--- config.mk ---
export PLATFORM = sky130hd
export DESIGN_NAME = punch_anim_compositor
export DESIGN_NICKNAME = d
export VERILOG_FILES = /design/src/rtl/gui_pkg.sv /design/src/rtl/oled_pixel_xy.sv /design/src/rtl/punch_anim_compositor.sv
export SDC_FILE = /design/constraint.sdc
export NUM_CORES = 1
export LEC_CHECK = 0
export CAP_MARGIN = 20
export CORE_MARGIN = 1
export CORE_UTILIZATION = 50
export DETAILED_ROUTE_END_ITERATION = 12
export PLACE_DENSITY_LB_ADDON = 0.08
export SYNTH_ARGS = -nofsm -noshare
export SYNTH_HDL_FRONTEND = slang
export SYNTH_SLANG_ARGS = --single-unit
--- constraint.sdc ---
create_clock -name clk -period 7.05 [get_ports clk]
set_input_delay 0.705 -clock clk [delete_from_list [all_inputs] [get_ports clk]]
set_output_delay 0.705 -clock clk [all_outputs]
set_load 0.01 [all_outputs]
--- src/rtl/gui_pkg.sv ---
// Shared OLED geometry, transparency key and punch animation state type
// for the sprite compositors.
package gui_pkg;

   localparam int OLED_W      = 96;
   localparam int OLED_H      = 64;
   localparam int OLED_PIXELS = 6144;

   localparam logic [15:0] TRANSPARENT = 16'h0000;

   typedef enum logic [2:0] {
      ST_IDLE,
      ST_WIND,
      ST_EXTEND,
      ST_STRIKE,
      ST_RECOVER
   } punch_state_t;

endpackage

--- src/rtl/oled_pixel_xy.sv ---
// Splits a row-major 96x64 pixel index into row and column using a
// restoring compare/subtract chain; on_screen is low for indices >= 6144.
module oled_pixel_xy
   import gui_pkg::*;
(
   input  logic [12:0] pixel_index,
   output logic [5:0]  row,
   output logic [6:0]  col,
   output logic        on_screen
);

   logic [12:0] rem;

   // Each stage strips one 96<<k slice; whatever is left is the column.
   always_comb begin
      rem = pixel_index;
      row = '0;
      for (int k = 5; k >= 0; k--) begin
         if (rem >= 13'(OLED_W << k)) begin
            rem    = rem - 13'(OLED_W << k);
            row[k] = 1'b1;
         end
      end
      col       = rem[6:0];
      on_screen = (rem < 13'(OLED_W));
   end

endmodule

--- src/rtl/punch_anim_compositor.sv ---
// Punch animation sequencer stepping on OLED frame boundaries, plus a
// two-stage shift/mirror sprite compositor keyed on black transparency.
module punch_anim_compositor
   import gui_pkg::*;
#(
   parameter int unsigned FRAMES_PER_STEP = 3,
   parameter int unsigned RECOVER_FRAMES  = 4
) (
   input  logic        clk,
   input  logic        rst_n,
   input  logic        frame_begin,
   input  logic        punch_req,
   input  logic [12:0] pixel_index,
   input  logic [15:0] bg_colour,
   input  logic [7:0]  x_offset,
   input  logic        facing_left,
   input  logic [15:0] rom_idle,
   input  logic [15:0] rom_p1,
   input  logic [15:0] rom_p2,
   input  logic [15:0] rom_p3,
   output logic [12:0] sprite_index,
   output logic [15:0] oled_colour,
   output logic        busy,
   output logic        hit_window
);

   punch_state_t state_q, state_d;
   logic         pending_q, pending_d;
   logic [7:0]   frame_cnt_q, frame_cnt_d;
   logic [7:0]   limit_m1;
   logic         hit_q, hit_d;
   logic [7:0]   x_sh_q, x_sh_d;
   logic         facing_sh_q, facing_sh_d;

   logic [5:0]   pix_row;
   logic [6:0]   pix_col;
   logic         pix_on;
   logic [8:0]   d_full;

   logic [5:0]   row_q, row_d;
   logic [6:0]   d_q, d_d;
   logic         in_range_q, in_range_d;
   logic [15:0]  bg_q, bg_d;
   logic [6:0]   src;
   logic [15:0]  rom_sel;
   logic [15:0]  colour_q, colour_d;

   oled_pixel_xy u_xy (
      .pixel_index (pixel_index),
      .row         (pix_row),
      .col         (pix_col),
      .on_screen   (pix_on)
   );

   always_comb begin
      state_d     = state_q;
      pending_d   = pending_q;
      frame_cnt_d = frame_cnt_q;
      limit_m1    = (state_q == ST_RECOVER) ? 8'(RECOVER_FRAMES - 1)
                                            : 8'(FRAMES_PER_STEP - 1);
      case (state_q)
         ST_IDLE: begin
            if (frame_begin && (pending_q || punch_req)) begin
               state_d     = ST_WIND;
               pending_d   = 1'b0;
               frame_cnt_d = '0;
            end else if (punch_req) begin
               pending_d = 1'b1;
            end
         end
         default: begin
            if (frame_begin) begin
               if (frame_cnt_q == limit_m1) begin
                  frame_cnt_d = '0;
                  case (state_q)
                     ST_WIND:   state_d = ST_EXTEND;
                     ST_EXTEND: state_d = ST_STRIKE;
                     ST_STRIKE: state_d = ST_RECOVER;
                     default:   state_d = ST_IDLE;
                  endcase
               end else begin
                  frame_cnt_d = frame_cnt_q + 8'd1;
               end
            end
         end
      endcase
      hit_d = (state_d == ST_STRIKE);
   end

   always_comb begin
      x_sh_d      = frame_begin ? x_offset : x_sh_q;
      facing_sh_d = frame_begin ? facing_left : facing_sh_q;
   end

   // Only an in-range d (0..95) is ever consumed, so seven bits are kept.
   always_comb begin
      d_full     = {2'b00, pix_col} - {x_sh_q[7], x_sh_q};
      in_range_d = pix_on && !d_full[8] && (d_full[7:0] <= 8'(OLED_W - 1));
      d_d        = d_full[6:0];
      row_d      = pix_row;
      bg_d       = bg_colour;
   end

   always_comb begin
      src          = facing_sh_q ? (7'(OLED_W - 1) - d_q) : d_q;
      sprite_index = in_range_q ? (13'(row_q) * 13'(OLED_W) + 13'(src)) : '0;
      case (state_q)
         ST_WIND:    rom_sel = rom_p1;
         ST_EXTEND:  rom_sel = rom_p2;
         ST_STRIKE:  rom_sel = rom_p3;
         ST_RECOVER: rom_sel = rom_p1;
         default:    rom_sel = rom_idle;
      endcase
      colour_d = (in_range_q && (rom_sel != TRANSPARENT)) ? rom_sel : bg_q;
   end

   always_ff @(posedge clk or negedge rst_n) begin
      if (!rst_n) begin
         state_q     <= ST_IDLE;
         pending_q   <= 1'b0;
         frame_cnt_q <= '0;
         hit_q       <= 1'b0;
         x_sh_q      <= '0;
         facing_sh_q <= 1'b0;
         row_q       <= '0;
         d_q         <= '0;
         in_range_q  <= 1'b0;
         bg_q        <= '0;
         colour_q    <= '0;
      end else begin
         state_q     <= state_d;
         pending_q   <= pending_d;
         frame_cnt_q <= frame_cnt_d;
         hit_q       <= hit_d;
         x_sh_q      <= x_sh_d;
         facing_sh_q <= facing_sh_d;
         row_q       <= row_d;
         d_q         <= d_d;
         in_range_q  <= in_range_d;
         bg_q        <= bg_d;
         colour_q    <= colour_d;
      end
   end

   assign oled_colour = colour_q;
   assign hit_window  = hit_q;
   assign busy        = pending_q | (state_q != ST_IDLE);

endmodule

==> results of run 1 <==
## worst max-delay path: cells and delay by family
family,cells,cell delay (ns)
adders and majority gates,4,0.89
xor gates and xnor gates,5,0.73
AOI/OAI and AO/OA,6,0.95
and+or+nand+nor,10,2.49
muxes,1,0.36
buffers and inverters,7,0.96
## area by class of cell
class                      count  area (um2)
tap                          136         170
clock inverter                 7        85.1
timing repair buffer         232        2060
clock buffer                   9         124
fill                         733        2410
inverter                      31         116
multi-input combinational    535        3790
sequential                    68        1700
## metal layers
layer  wire (um)  global-route usage
met5           0                   0
met4         560               0.130
met3         985              0.0582
met2        8620               0.545
met1        7140               0.377
## flip-flops by register name, indices dropped and copies added (netlist names)
name	cells
state_q	3
x_sh_q	8
frame_cnt_q	8
hit_window	1
bg_q	16
row_q	6
d_q	7
facing_sh_q	1
in_range_q	1
oled_colour	16
pending_q	1
## kinds of logic (layout without fill, tap and decap cells)
logic type / count (synthesis) / after routing / share of synthesized area
buffers and inverters: 67 / 279 / 0.0490
AOI/OAI and AO/OA: 179 / 179 / 0.215
and+or+nand+nor: 250 / 250 / 0.218
DFF: 68 / 68 / 0.312
muxes: 47 / 47 / 0.0900
xor gates and xnor gates: 34 / 34 / 0.0545
adders and majority gates: 25 / 25 / 0.0614
## repair_timing
action / 4_1_cts / 5_1_grt
pin swaps: 21 / 26
setup buffers: 7 / 8
endpoints found under the setup margin: 1 / 1
resized for setup: 25 / 39
## synth_stat cells, drive strengths merged (7+ instances only)
| cell type | number | area, um2 |
|---|---|---|
| nor2 | 44 | 165 |
| o21ai | 79 | 395 |
| mux2 | 8 | 101 |
| a31oi | 7 | 50.1 |
| buf | 7 | 42.5 |
| a211oi | 7 | 75.1 |
| nand4 | 9 | 71.3 |
| xor2 | 12 | 105 |
| mux2i | 39 | 390 |
| nand2 | 115 | 432 |
| a21oi | 34 | 170 |
| o31ai | 7 | 71.3 |
| dfrtp | 68 | 1700 |
| xnor2 | 22 | 193 |
| nor3 | 18 | 101 |
| a21o | 8 | 60.1 |
| nand3 | 10 | 50.1 |
| or2 | 8 | 50.1 |
| clkbuf | 29 | 109 |
| ha | 22 | 275 |
| inv | 31 | 116 |
## power groups by stage
stage / Combinational (W) / Clock [W] / Sequential, W
after floorplan: 0.000791 / 0 / 0.000494
after global placement: 0.00107 / 0 / 0.000548
after detailed placement: 0.00111 / 0 / 0.000555
after CTS: 0.00114 / 0.000342 / 0.000546
after global routing: 0.00129 / 0.000360 / 0.000558
final: 0.00118 / 0.000339 / 0.000549
## stage by stage
stage / cells / setup TNS (ns) / hold slack (ns)
after floorplan: 670 / -0.0768 / 0.409
after global placement: 985 / -0.186 / 0.436
after detailed placement: 986 / -0.485 / 0.440
after CTS: 1009 / 0 / 0.461
after global routing: 1018 / -0.0250 / 0.490
final: 1018 / 0 / 0.461
## path summary, 6_finish.rpt
path,slack (ns),to,cells after the start
worst max-delay path,0.22,in_range_q,33
worst min-delay path,0.46,oled_colour[1],2
worst max register to register,3.12,oled_colour[13],12
worst min register to register,0.46,oled_colour[1],2
max in group asynchronous,5.92,state_q[2],2
min in group asynchronous,0.52,oled_colour[0],2
==> summary.md, run 1 <==
| Metric | Value |
|---|---|
| Slew of the pin with the lowest slew margin | 1.03 ns |
| Die Area | 11300 um2 |
| Register bit count reported by yosys | 68 |
| Post-route cell area | 8050 um2 |
| Fmax achieved | 146 MHz |
| Setup ws final | 0.218 ns |
| Total internal power | 0.00117 W |
| Die W | 107 um |
| CTS tree | built |
| Power Total | 0.00206 W |
| Initial Util | 0.522 |
| Wirelength per Cell | 17.0 um |
| Post-synthesis average cell area | 8.15 um2 |
| Worst path slowest cell | or4_4 |
| Number of global-route vias before repair | 5831 |
| Clock power share | 0.164 |
| Syn Nets | 801 |
| Netlist cell types | 72 |
| P&R area growth vs syn | 47.5% |
| Clk root buf | clkbuf_8 |
| Worst hold start | bg_q[1] |
| Sw frac | 0.435 |
| Highest-count cells in the layout ignoring fill and taps | clkdlybuf4s50_1 (123), nand2_1 (114), buf_4 (89), o21ai_0 (75), dfrtp_1 (67) |
| Initial antenna violation count | 0 |
| Crit path arrival time | 7.10 ns |
| Initial DRT Pass Iterations | 5 |
| Critical path class | input pin to flip-flop |
| Gr ovfl total | 0 |
| Final core utilization | 0.770 |
| DRT Wirelength | 17.3 mm |
| Logic pwr share | 0.570 |
| Synth warn | 0 |
| I/O pin cnt | 137 |
| R2r startpoint | state_q[2] |
| # nets final | 1008 |
| Clock transition at path regs | 0.09 ns |
| Remaining DRCs | 0 |
| Tcrit/Tclk final | 0.969 |
| Clk Latency, worst-skew pair | 0.37 ns |
| Sequential-to-total area share from yosys stat | 0.312 |
| Min-delay worst type | flip-flop to flip-flop |
| Synth Flop Type | dfrtp_1 |
| Async SR Flop Fraction | 1.00 |
| Layout cells sized above 1 | 0.217 |
| Chip Height | 107 um |
| CP max FO | 3 |
| Setup Viol. Count Final | 0 |
| Worst setup path start | pixel_index[2] |
| Relative slew slack | 0.316 |
| Via count | 5791 |
| Vias per inst | 5.69 |
| Critical path startpoint category | input pin |
| GRT Total Usage | 0.312 |
| Placer Congestion | 0.919 |
| Core area | 10500 um2 |
| Post-DRT Antenna Nets | 0 |
| Max Cap Viol | 0 |
| Post-detail-place hpwl | 13.4 mm |
| Site Rows | 37 |
| Clock Path Buffers | 2 |
| Fin. max-slew vios | 0 |
| Outcome | completed |
| Largest net degree at the start of global routing | 69 |
| Final Hold Viols | 0 |
| Pre-CTS setup slack | -0.485 ns |
| # clock sinks | 68 |
| Skew final | 0.0106 ns |
| Mapped Cells | 670 |
| Antenna Cells | 0 |
| Initial DRC Count | 320 |
| Leakage Power | 3.49 nW |
| Min Clock Period, post-route | 6.83 ns |
| Post-Syn Area | 5460 um2 |
| Hold_buf cts | 0 |
| Worst vdd ir | 0.447 mV |
| Port Buffers | 136 |
| Register share of total power | 0.266 |
| Htree depth | 3 |
| Area post-placement | 7590 um2 |
| Post-synth EDFFs | 0 |
| Worst setup EP type | flip-flop |
| Pwr/cell area | 256 nW/um2 |
| Most common cell after layout, fill and taps aside | clkdlybuf4s50_1 |
| Net switching power | 0.000899 W |
| CTS buffer count | 9 |
| First-pass GRT wire length | 27.8 mm |
| Slowest stage delay, CP | 0.55 ns |
| Critical Path RT | 7.31 ns |
(Power assumes the default switching activity.)
==> run 2: changes to the inputs <==
--- a/config.mk
+++ b/config.mk
@@ -7,7 +7,7 @@
 export LEC_CHECK = 0
 export CAP_MARGIN = 20
 export CORE_MARGIN = 1
-export CORE_UTILIZATION = 50
+export CORE_UTILIZATION = 54
 export DETAILED_ROUTE_END_ITERATION = 12
 export PLACE_DENSITY_LB_ADDON = 0.08
 export SYNTH_ARGS = -nofsm -noshare
==> summary.md, run 2 (synthesis results as in run 1) <==
| Metric | Value |
|---|---|
| Outcome | completed |
| Post-DRT Antenna Nets | 0 (unchanged) |
| # clock sinks | 68 (unchanged) |
| P&R area growth vs syn | 47.3% (about the same) |
| Tcrit/Tclk final | 0.957 (-0.0123) |
| CP max FO | 3 (unchanged) |
| Worst path slowest cell | or4_4 |
| Initial antenna violation count | 1 (+1) |
| Site Rows | 36 (-2.7%) |
| Via count | 6049 (+4.5%) |
| Hold_buf cts | 0 (unchanged) |
| Clock transition at path regs | 0.07 ns (-0.02 ns) |
| Critical Path RT | 7.30 ns (about the same) |
| TNS Setup | 0 ns (unchanged) |
| Initial DRT Pass Iterations | 7 (+2) |
| Chip Height | 103 um (-3.7%) |
| Vias per inst | 5.95 (+4.6%) |
| Skew final | 0.0107 ns (+0.000112 ns) |
| Highest-count cells in the layout ignoring fill and taps | clkdlybuf4s50_1 (123), nand2_1 (114), buf_4 (90), o21ai_0 (76), dfrtp_1 (67) |
| Min-delay worst type | flip-flop to flip-flop |
| Worst vdd ir | 0.136 mV (-69%) |
| Relative slew slack | 0.335 (+0.0193) |
| Htree depth | 3 (unchanged) |
| Placer Congestion | 0.962 (+4.6%) |
| Cells after DPL | 985 (-0.10%) |
| Routed met3 length | 1.27 mm (+28%) |
| Final-layout fill cell count | 588 (-20%) |
| CTS tree | built |
| Power Total | 0.00214 W (+3.7%) |
| Setup Viol. Count Final | 0 (unchanged) |
| Post-detail-place hpwl | 13.6 mm (+1.5%) |
| Most common cell after layout, fill and taps aside | clkdlybuf4s50_1 |
| Crit path arrival time | 7.00 ns (-0.10 ns) |
| WHS | 0.451 ns (-0.00974 ns) |
| Pre-CTS setup slack | -0.587 ns (-0.102 ns) |
| Initial DRC Count | 265 (-17%) |
| Clock Path Buffers | 2 (unchanged) |
| Remaining DRCs | 0 (unchanged) |
| Initial Util | 0.559 (+0.0368) |
| CTS buffer count | 9 (unchanged) |
| I/O pin cnt | 137 (unchanged) |
| Die W | 103 um (-3.7%) |
| Clk Latency, worst-skew pair | 0.35 ns (-0.02 ns) |
| Worst setup EP type | flip-flop |
| Wirelength per Cell | 17.8 um (+4.9%) |
| Largest net degree at the start of global routing | 69 (unchanged) |
| Setup ws final | 0.304 ns (+0.0865 ns) |
| Port Buffers | 136 (unchanged) |
| Slowest stage delay, CP | 0.55 ns (about the same) |
| Die Area | 10500 um2 (-7.3%) |
| First-pass GRT wire length | 28.0 mm (+0.80%) |
| Number of global-route vias before repair | 5917 (+1.5%) |
| Critical path class | input pin to flip-flop |
| Gr ovfl total | 0 (unchanged) |
| Metal2 WL | 9.52 mm (+10%) |
| Min Clock Period, post-route | 6.75 ns (-0.0865 ns) |
| Clk root buf | clkbuf_8 |
| Core area | 9770 um2 (-6.6%) |
| # nets final | 1009 (+0.099%) |
| Slew of the pin with the lowest slew margin | 0.997 ns (-0.0289 ns) |
| DRT Wirelength | 18.1 mm (+4.8%) |
| Finished Layout Cells | 1017 (-0.098%) |
| Leakage Power | 3.48 nW (-0.31%) |
| GRT Total Usage | 0.346 (+0.0335) |
| Pwr/cell area | 266 nW/um2 (+3.8%) |
| Critical path startpoint category | input pin |
| Layout cells sized above 1 | 0.216 (-0.000245) |
| Top sig layer | met4 |
| Final Hold Viols | 0 (unchanged) |
| Fmax achieved | 148 MHz (+1.3%) |
| Met1 wire length | 6.56 mm (-8.2%) |
| Max Cap Viol | 0 (unchanged) |
| Fin. max-slew vios | 0 (unchanged) |
run 2: changes by cell type in the layout (fill, tap and decap cells not counted), moves of 2 or more:
cell	before	now
nor3_2	0	3
clkinvlp_4	0	2
clkinv_4	4	1
a2bb2oi_1	2	4
dlymetal6s2s_1	2	0
a2bb2oi_2	2	0
nor3_1	17	14
run 2: timing repair:
item	in CTS	in global routing
pin swaps	16	27
setup endpoints to repair	1	1
endpoints found under the hold margin	0	0
resized for setup	30	29
setup buffers	9	7
run 2: worst paths after layout:
kind                       depth (start not counted)              to  slack (ns)      startpoint
min reg2reg                                        2  oled_colour[7]        0.45         bg_q[7]
max                                               32      in_range_q        0.30  pixel_index[1]
min in group asynchronous                          2        bg_q[13]        0.54           rst_n
max in group asynchronous                          2      state_q[2]        5.90           rst_n
min                                                2  oled_colour[7]        0.45         bg_q[7]
max reg2reg                                       12  oled_colour[1]        3.41      state_q[2]
run 2: report_power, final:
part | internal [W] | switching (W) | total [W]
clock | 0.000199 | 0.000151 | 0.000350
combinational | 0.000566 | 0.000670 | 0.00124
sequential | 0.000450 | 0.000104 | 0.000554
run 2: area by class of cell:
type                    count  area, um2  area share
repair buffers            233       2060       0.256
inverters                  31        116      0.0145
clock inverters             6       88.8      0.0110
multi-input cells         535       3780       0.470
flip-flops and latches     68       1700       0.212
clock buffers              10        128      0.0159
diodes                      1       2.50    0.000311
well taps                 133        166      0.0207
run 2: per-stage QoR:
stage / instance area, um2 / utilization
after CTS: 7970 / 0.816
after global routing: 8050 / 0.823
after floorplan: 5640 / -
after detailed placement: 7600 / 0.778
after global placement: 7590 / 0.777
final: 8050 / 0.823
run 2: layer usage:
layer	global-route usage	vias up
met4	0.185	0
met1	0.375	2885
met3	0.0556	71
li1	-	2798
met2	0.643	295
met5	0	-
run 2: worst max-delay path: cells and delay by family:
kind | cells | cell delay (ns)
multiplexers | 1 | 0.37
AO/OA/AOI/OAI | 6 | 0.88
XOR/XNOR | 5 | 0.77
AND/OR/NAND/NOR | 10 | 2.71
buffers and inverters | 6 | 0.74
adder cells (fa/ha/maj) | 4 | 0.81
==> variant 1: new RTL, config.mk and constraints of run 1 <==
Take the reset off `x_sh_q` and load it in a clocked block of its own.
--- a/src/rtl/punch_anim_compositor.sv
+++ b/src/rtl/punch_anim_compositor.sv
@@ -120,7 +120,6 @@
          pending_q   <= 1'b0;
          frame_cnt_q <= '0;
          hit_q       <= 1'b0;
-         x_sh_q      <= '0;
          facing_sh_q <= 1'b0;
          row_q       <= '0;
          d_q         <= '0;
@@ -132,7 +131,6 @@
          pending_q   <= pending_d;
          frame_cnt_q <= frame_cnt_d;
          hit_q       <= hit_d;
-         x_sh_q      <= x_sh_d;
          facing_sh_q <= facing_sh_d;
          row_q       <= row_d;
          d_q         <= d_d;
@@ -142,6 +140,10 @@
       end
    end
 
+   always_ff @(posedge clk) begin
+      x_sh_q <= x_sh_d;
+   end
+
    assign oled_colour = colour_q;
    assign hit_window  = hit_q;
    assign busy        = pending_q | (state_q != ST_IDLE);
Function: changed (a bounded check fails within 4 cycles, from zero or initial values and one cycle with rst_n low).
==> variant 1 against run 1 <==
The flow now finishes with violations (negative setup slack). Sequential power is 7.3% lower. Highest routed layer unchanged. Final area is 3.0% lower. Wire length shrank 13%. Register-to-register slack better by 0.34 ns. Synthesized area fell by 7.6%. Utilization grew 2.9 points. Critical endpoint unchanged. Worst setup slack lost 0.54 ns. Sequential cell count unchanged. Count of clock-buffer cells in the layout grew 1. Power is 2.4% lower. Synthesized cell count is 12% lower. Clock power is 5% higher. Via count down 8.7%.
==> variant 1: results (changes against run 1) <==
| Metric | Value |
|---|---|
| Status | `finished with violations` |
| Failing checks | `negative setup slack` |
| Vias/cell | `5.521 (-2.9%)` |
| Peak supply drop | `139.6 uV (-69%)` |
| Wirelength per Cell | `15.77 um (-7.2%)` |
| Crit path largest cell delay | `0.37 ns (-0.18 ns)` |
| Vias in the first global route | `5206 (-11%)` |
| GRT Resource Usage Total | `29.05% (-2.2 points)` |
| Ys async rst share | `88.24% (-12 points)` |
| Final worst slack | `-0.3178 ns (-0.5355 ns)` |
| FF-to-FF Start | `state_q[1]$_DFF_PN0_` |
| First DRT Iteration DRCs | `198 (-38%)` |
| Largest net degree at the start of global routing | `61 (-12%)` |
| Hold_sp | `bg_q[5]$_DFF_PN0_` |
| Final setup viols | `1 (+1)` |
| Layout cells sized above 1 | `23.64% (+2.0 points)` |
| Crit-path max FO | `3 (unchanged)` |
| GPL Wtd Cong | `0.9716 (+5.7%)` |
| Clock skew | `0.01230 ns (+0.001693 ns)` |
| Placed cell count | `921 (-6.6%)` |
| DRT Wirelength | `15.11 mm (-13%)` |
| Worst path arrival time | `7.63 ns (+0.53 ns)` |
| Total leakage power | `3.452 nW (-1.2%)` |
| Part of the Yosys area used for sequential elements | `34.52% (+3.4 points)` |
| Clock Latency Late Sink | `0.34 ns (-0.03 ns)` |
| Nets | `951 (-5.7%)` |
| Synth cell count leaders | `nand2_1 (101), o21ai_0 (69), dfrtp_1 (60)` |
| WHS Endpoint | `oled_colour[5]$_DFF_PN0_` |
| Mean post-synth cell area | `8.522 um2 (+4.5%)` |
| Post-synth EDFFs | `8 (+8)` |
| Dpl cell area | `0.007264 mm2 (-4.3%)` |
| Number of unique standard cell types used by synthesis | `74 (+2.8%)` |
| FF-to-FF End | `oled_colour[15]$_DFF_PN0_` |
| Critical path's slowest cell | `or3_4` |
| Fillers | `663 (-9.5%)` |
| R2R setup slack | `3.46 ns (+0.34 ns)` |
| Post-Syn Nets | `723 (-9.7%)` |
| First-pass GRT wire length | `23.62 mm (-15%)` |
| HPWL Detailed | `11.18 mm (-17%)` |
| Top cells by area, synth | `dfrtp_1 (30%), nand2_1 (7.5%), mux2i_1 (6.9%)` |
==> variant 1: changes by cell type after synthesis, sizes merged, moves of 7 or more <==
| cell | delta |
|---|---|
| clkbuf | -11 |
| dfrtp | -8 |
| edfxtp | +8 |
| nand2 | -14 |
| nor3 | -8 |
| o21ai | -7 |
==> variant 1: critical path, delay by kind of cell <==
kind            cells  cell delay, ns
simple gates       14            2.40
compound gates     11            2.36
buf+inv             1            0.31
xor+xnor            5            0.75
fa+ha+maj           5            1.09
==> variant 1: logic make-up (layout without fill, tap and decap cells) <==
| group | Yosys count | after routing | synth area share [%] |
|---|---|---|---|
| adders and majority gates | 25 | 25 | 6.647 |
| and+or+nand+nor | 222 | 222 | 21.28 |
| DFF | 68 | 68 | 34.52 |
| AOI/OAI and AO/OA | 155 | 155 | 19.47 |
| xor gates and xnor gates | 30 | 30 | 5.208 |
| muxes | 42 | 42 | 8.730 |
| buffers and inverters | 50 | 283 | 4.142 |
==> variant 1: repair_timing <==
item,in CTS,in global routing
buffers inserted,10,11
pin swaps,31,35
gates resized for setup,59,14
setup endpoints to repair,2,2
==> variant 1: worst max-delay path by stage <==
stage	startpoint	to	slack, ns	depth (start not counted)
CTS	pixel_index[11]	in_range_q$_DFF_PN0_	-0.37	35
global route	pixel_index[10]	in_range_q$_DFF_PN0_	-0.56	37
finish	pixel_index[6]	in_range_q$_DFF_PN0_	-0.32	36
global placement	pixel_index[10]	in_range_q$_DFF_PN0_	-0.88	37
floorplan	pixel_index[10]	in_range_q$_DFF_PN0_	-0.54	38
detailed placement	pixel_index[10]	in_range_q$_DFF_PN0_	-1.15	37
==> variant 1: cell type report <==
type | instances | share of cell area [%]
Multi-Input combinational cell | 474 | 43.94
Clock buffer | 10 | 1.762
Clock inverter | 6 | 1.121
Sequential cell | 68 | 22.32
Timing Repair Buffer | 242 | 27.52
Inverter | 25 | 1.202
Tap cell | 133 | 2.131
==> variant 1: through the flow <==
stage	hold WS [ns]	setup WS [ns]	setup TNS, ns	utilization [%]
after CTS	0.4595	-0.3675	-0.3675	78.26
final	0.4557	-0.3178	-0.3178	79.90
after floorplan	0.4094	-0.5423	-0.5423	-
after global placement	0.4360	-0.8774	-1.271	74.24
after detailed placement	0.4376	-1.153	-2.039	74.32
after global routing	0.4796	-0.5554	-0.5554	79.90
==> variant 1: where the power goes <==
group	internal [mW]	leakage, nW	switching, mW
clock	0.209	0.116	0.147
sequential	0.455	0.786	0.0539
combinational	0.558	2.55	0.593
==> variant 1: layer usage <==
metal  track usage, %  wire, um
met3            5.335       948
met5                0         0
met1            32.98      5909
met4            13.96       550
met2            52.36      7702
==> variant 2: new RTL, settings of run 1 <==
Made on the original files. Make the reset (`rst_n`) synchronous in one clocked block.
--- a/src/rtl/punch_anim_compositor.sv
+++ b/src/rtl/punch_anim_compositor.sv
@@ -114,7 +114,7 @@
       colour_d = (in_range_q && (rom_sel != TRANSPARENT)) ? rom_sel : bg_q;
    end
 
-   always_ff @(posedge clk or negedge rst_n) begin
+   always_ff @(posedge clk) begin
       if (!rst_n) begin
          state_q     <= ST_IDLE;
          pending_q   <= 1'b0;
Formal check against the unedited RTL: differs if rst_n is asserted again (counterexample within 4 cycles, from zero or initial values and one cycle with rst_n low); with rst_n held inactive, the same outputs for 4 cycles.
==> variant 2 against run 1 <==
Sequential cell count unchanged. Wire length decreased by 13%. Final area decreased by 8.5%. Synthesized area decreased by 0.73%. Synthesized cell count decreased by 0.60%. Worst setup slack improved by 0.15 ns. Power decreased by 35%. Critical path depth decreased by 3. Fmax increased by 2.2%.
==> variant 2: results (changes against run 1) <==
| Metric | Value |
|---|---|
| Vias in the first global route | `5154 (-12%)` |
| Top cells by area, synth | `dfxtp_1 (25%), and2_1 (6.3%), mux2i_1 (5.2%)` |
| Peak supply drop | `130.3 uV (-71%)` |
| Adder-cell share of the synthesized area | `6.185% (+0.045 points)` |
| Clock Latency Late Sink | `0.34 ns (-0.03 ns)` |
| R2R setup slack | `2.84 ns (-0.28 ns)` |
| CP top delay family | `compound AO/OA/AOI/OAI gates` |
| Hold_sp | `bg_q[2]$_SDFF_PN0_` |
| Number of unique standard cell types used by synthesis | `81 (+13%)` |
| First-pass GRT wire length | `24.34 mm (-12%)` |
| GPL Wtd Cong | `0.8681 (-5.5%)` |
| Ant. Diodes | `0 (unchanged)` |
| Mux contribution to synthesized area | `8.008% (-1.0 points)` |
| Dpl cell area | `0.007102 mm2 (-6.4%)` |
| Total leakage power | `2.921 nW (-16%)` |
| Hold-critical path depth | `2 (unchanged)` |
| Reg2Reg Depth | `11 (-1)` |
| Compound-Gate Fraction of Synth Area | `24.69% (+3.2 points)` |
| Ys async rst share | `0% (-100 points)` |
| Part of the Yosys area used for sequential elements | `25.11% (-6.0 points)` |
| Placed cell count | `939 (-4.8%)` |
| Synth warn | `0 (unchanged)` |
| Via count | `5355 (-7.5%)` |
| Port Buffers | `136 (unchanged)` |
| WHS Endpoint | `oled_colour[2]$_SDFF_PN0_` |
| Dominant synthesized flop cell | `dfxtp_1` |
| First DRT Iteration DRCs | `357 (+12%)` |
| Worst setup slack after placement | `-0.2331 ns (+0.2517 ns)` |
| Nets | `952 (-5.6%)` |
| Synth cell count leaders | `nand2_1 (70), dfxtp_1 (68), and2_1 (55)` |
| Initial antenna violation count | `0 (unchanged)` |
| CTS max path bufs | `2 (unchanged)` |
| Post-Syn Instances | `666 (-0.60%)` |
| Layout cells sized above 1 | `14.79% (-6.9 points)` |
| Worst hold slack | `0.4550 ns (-0.006043 ns)` |
| Hold Path Class | `flop to flop` |
| Worst-Margin Slew | `0.9366 ns (-0.08952 ns)` |
| HPWL Detailed | `11.51 mm (-14%)` |
| FF-to-FF Start | `state_q[2]$_SDFF_PN0_` |
| DRT Pass-1 Iters | `4 (-1)` |
| Worst path arrival time | `6.97 ns (-0.13 ns)` |
| Clock skew | `0.007666 ns (-0.002941 ns)` |
| FF-to-FF End | `oled_colour[9]$_SDFF_PN0_` |
| Crit path largest cell delay | `0.68 ns (+0.13 ns)` |
| Post-Syn Nets | `797 (-0.50%)` |
| Vias/cell | `5.572 (-2.0%)` |
| Crit-path max FO | `5 (+2)` |
| DRT Wirelength | `14.98 mm (-13%)` |
| XOR/XNOR Fraction of Synth Area | `4.500% (-0.95 points)` |
| CTS clk-pin slew, worst paths | `0.07 ns (-0.02 ns)` |
| Critical path's slowest cell | `o32ai_1` |
| GRT Resource Usage Total | `26.86% (-4.4 points)` |
| Status | `completed` |
## variant 2: timing repair
item	4_1_cts	5_1_grt
buffers inserted	0	7
gates resized for setup	0	10
endpoints found under the setup margin	0	1
## variant 2: worst max path at each step
stage | to | cells past startpoint | from | slack (ns)
global route | in_range_q$_SDFF_PN0_ | 33 | pixel_index[1] | -0.06
detailed placement | in_range_q$_SDFF_PN0_ | 31 | pixel_index[10] | -0.23
floorplan | in_range_q$_SDFF_PN0_ | 37 | pixel_index[10] | 0.0002
CTS | in_range_q$_SDFF_PN0_ | 31 | pixel_index[10] | 0.15
global placement | in_range_q$_SDFF_PN0_ | 31 | pixel_index[10] | 0.06
finish | in_range_q$_SDFF_PN0_ | 30 | pixel_index[1] | 0.37
## variant 2: final cells by class
| cell class | instances | area (um2) |
|---|---|---|
| multi-input combinational | 533 | 3837 |
| fill | 831 | 3045 |
| timing repair buffer | 186 | 1739 |
| sequential | 68 | 1361 |
| tap | 136 | 170.2 |
| clock buffer | 11 | 151.4 |
| inverter | 23 | 86.33 |
| clock inverter | 4 | 25.02 |
## variant 2: layer usage
layer,vias up,global-route usage [%],part of all wire (%)
met3,10,4.108,4.5
met4,0,5.853,0.62
met2,145,47.68,49
met1,2486,34.08,45
met5,-,0,0
li1,2714,-,-
## variant 2: cell families (layout without fill, tap and decap cells)
group / Yosys count / after routing
AOI/OAI and AO/OA: 185 / 185
xor gates and xnor gates: 27 / 27
adders and majority gates: 25 / 25
buffers and inverters: 65 / 224
DFF: 68 / 68
muxes: 41 / 41
and+or+nand+nor: 255 / 255
## variant 2: worst reg2reg max path, stage by stage (launching register included)
cell and delay (ns):
dfxtp_1 0.31, buf_4 0.38, clkinv_1 0.87, o22ai_1 0.43, nand2_1 0.08, o21ai_0 0.10, a21oi_1 0.08, or4_1 0.59
o41ai_2 0.67, buf_4 0.36, or2_2 0.17, a21boi_0 0.08
## variant 2: power breakdown
part	leakage (nW)	internal, mW	switching, mW	total (mW)
Sequential	0.561	0.412	0.0163	0.429
Clock	0.0872	0.143	0.140	0.284
Combinational	2.27	0.329	0.307	0.636
Total	2.92	0.885	0.464	1.35
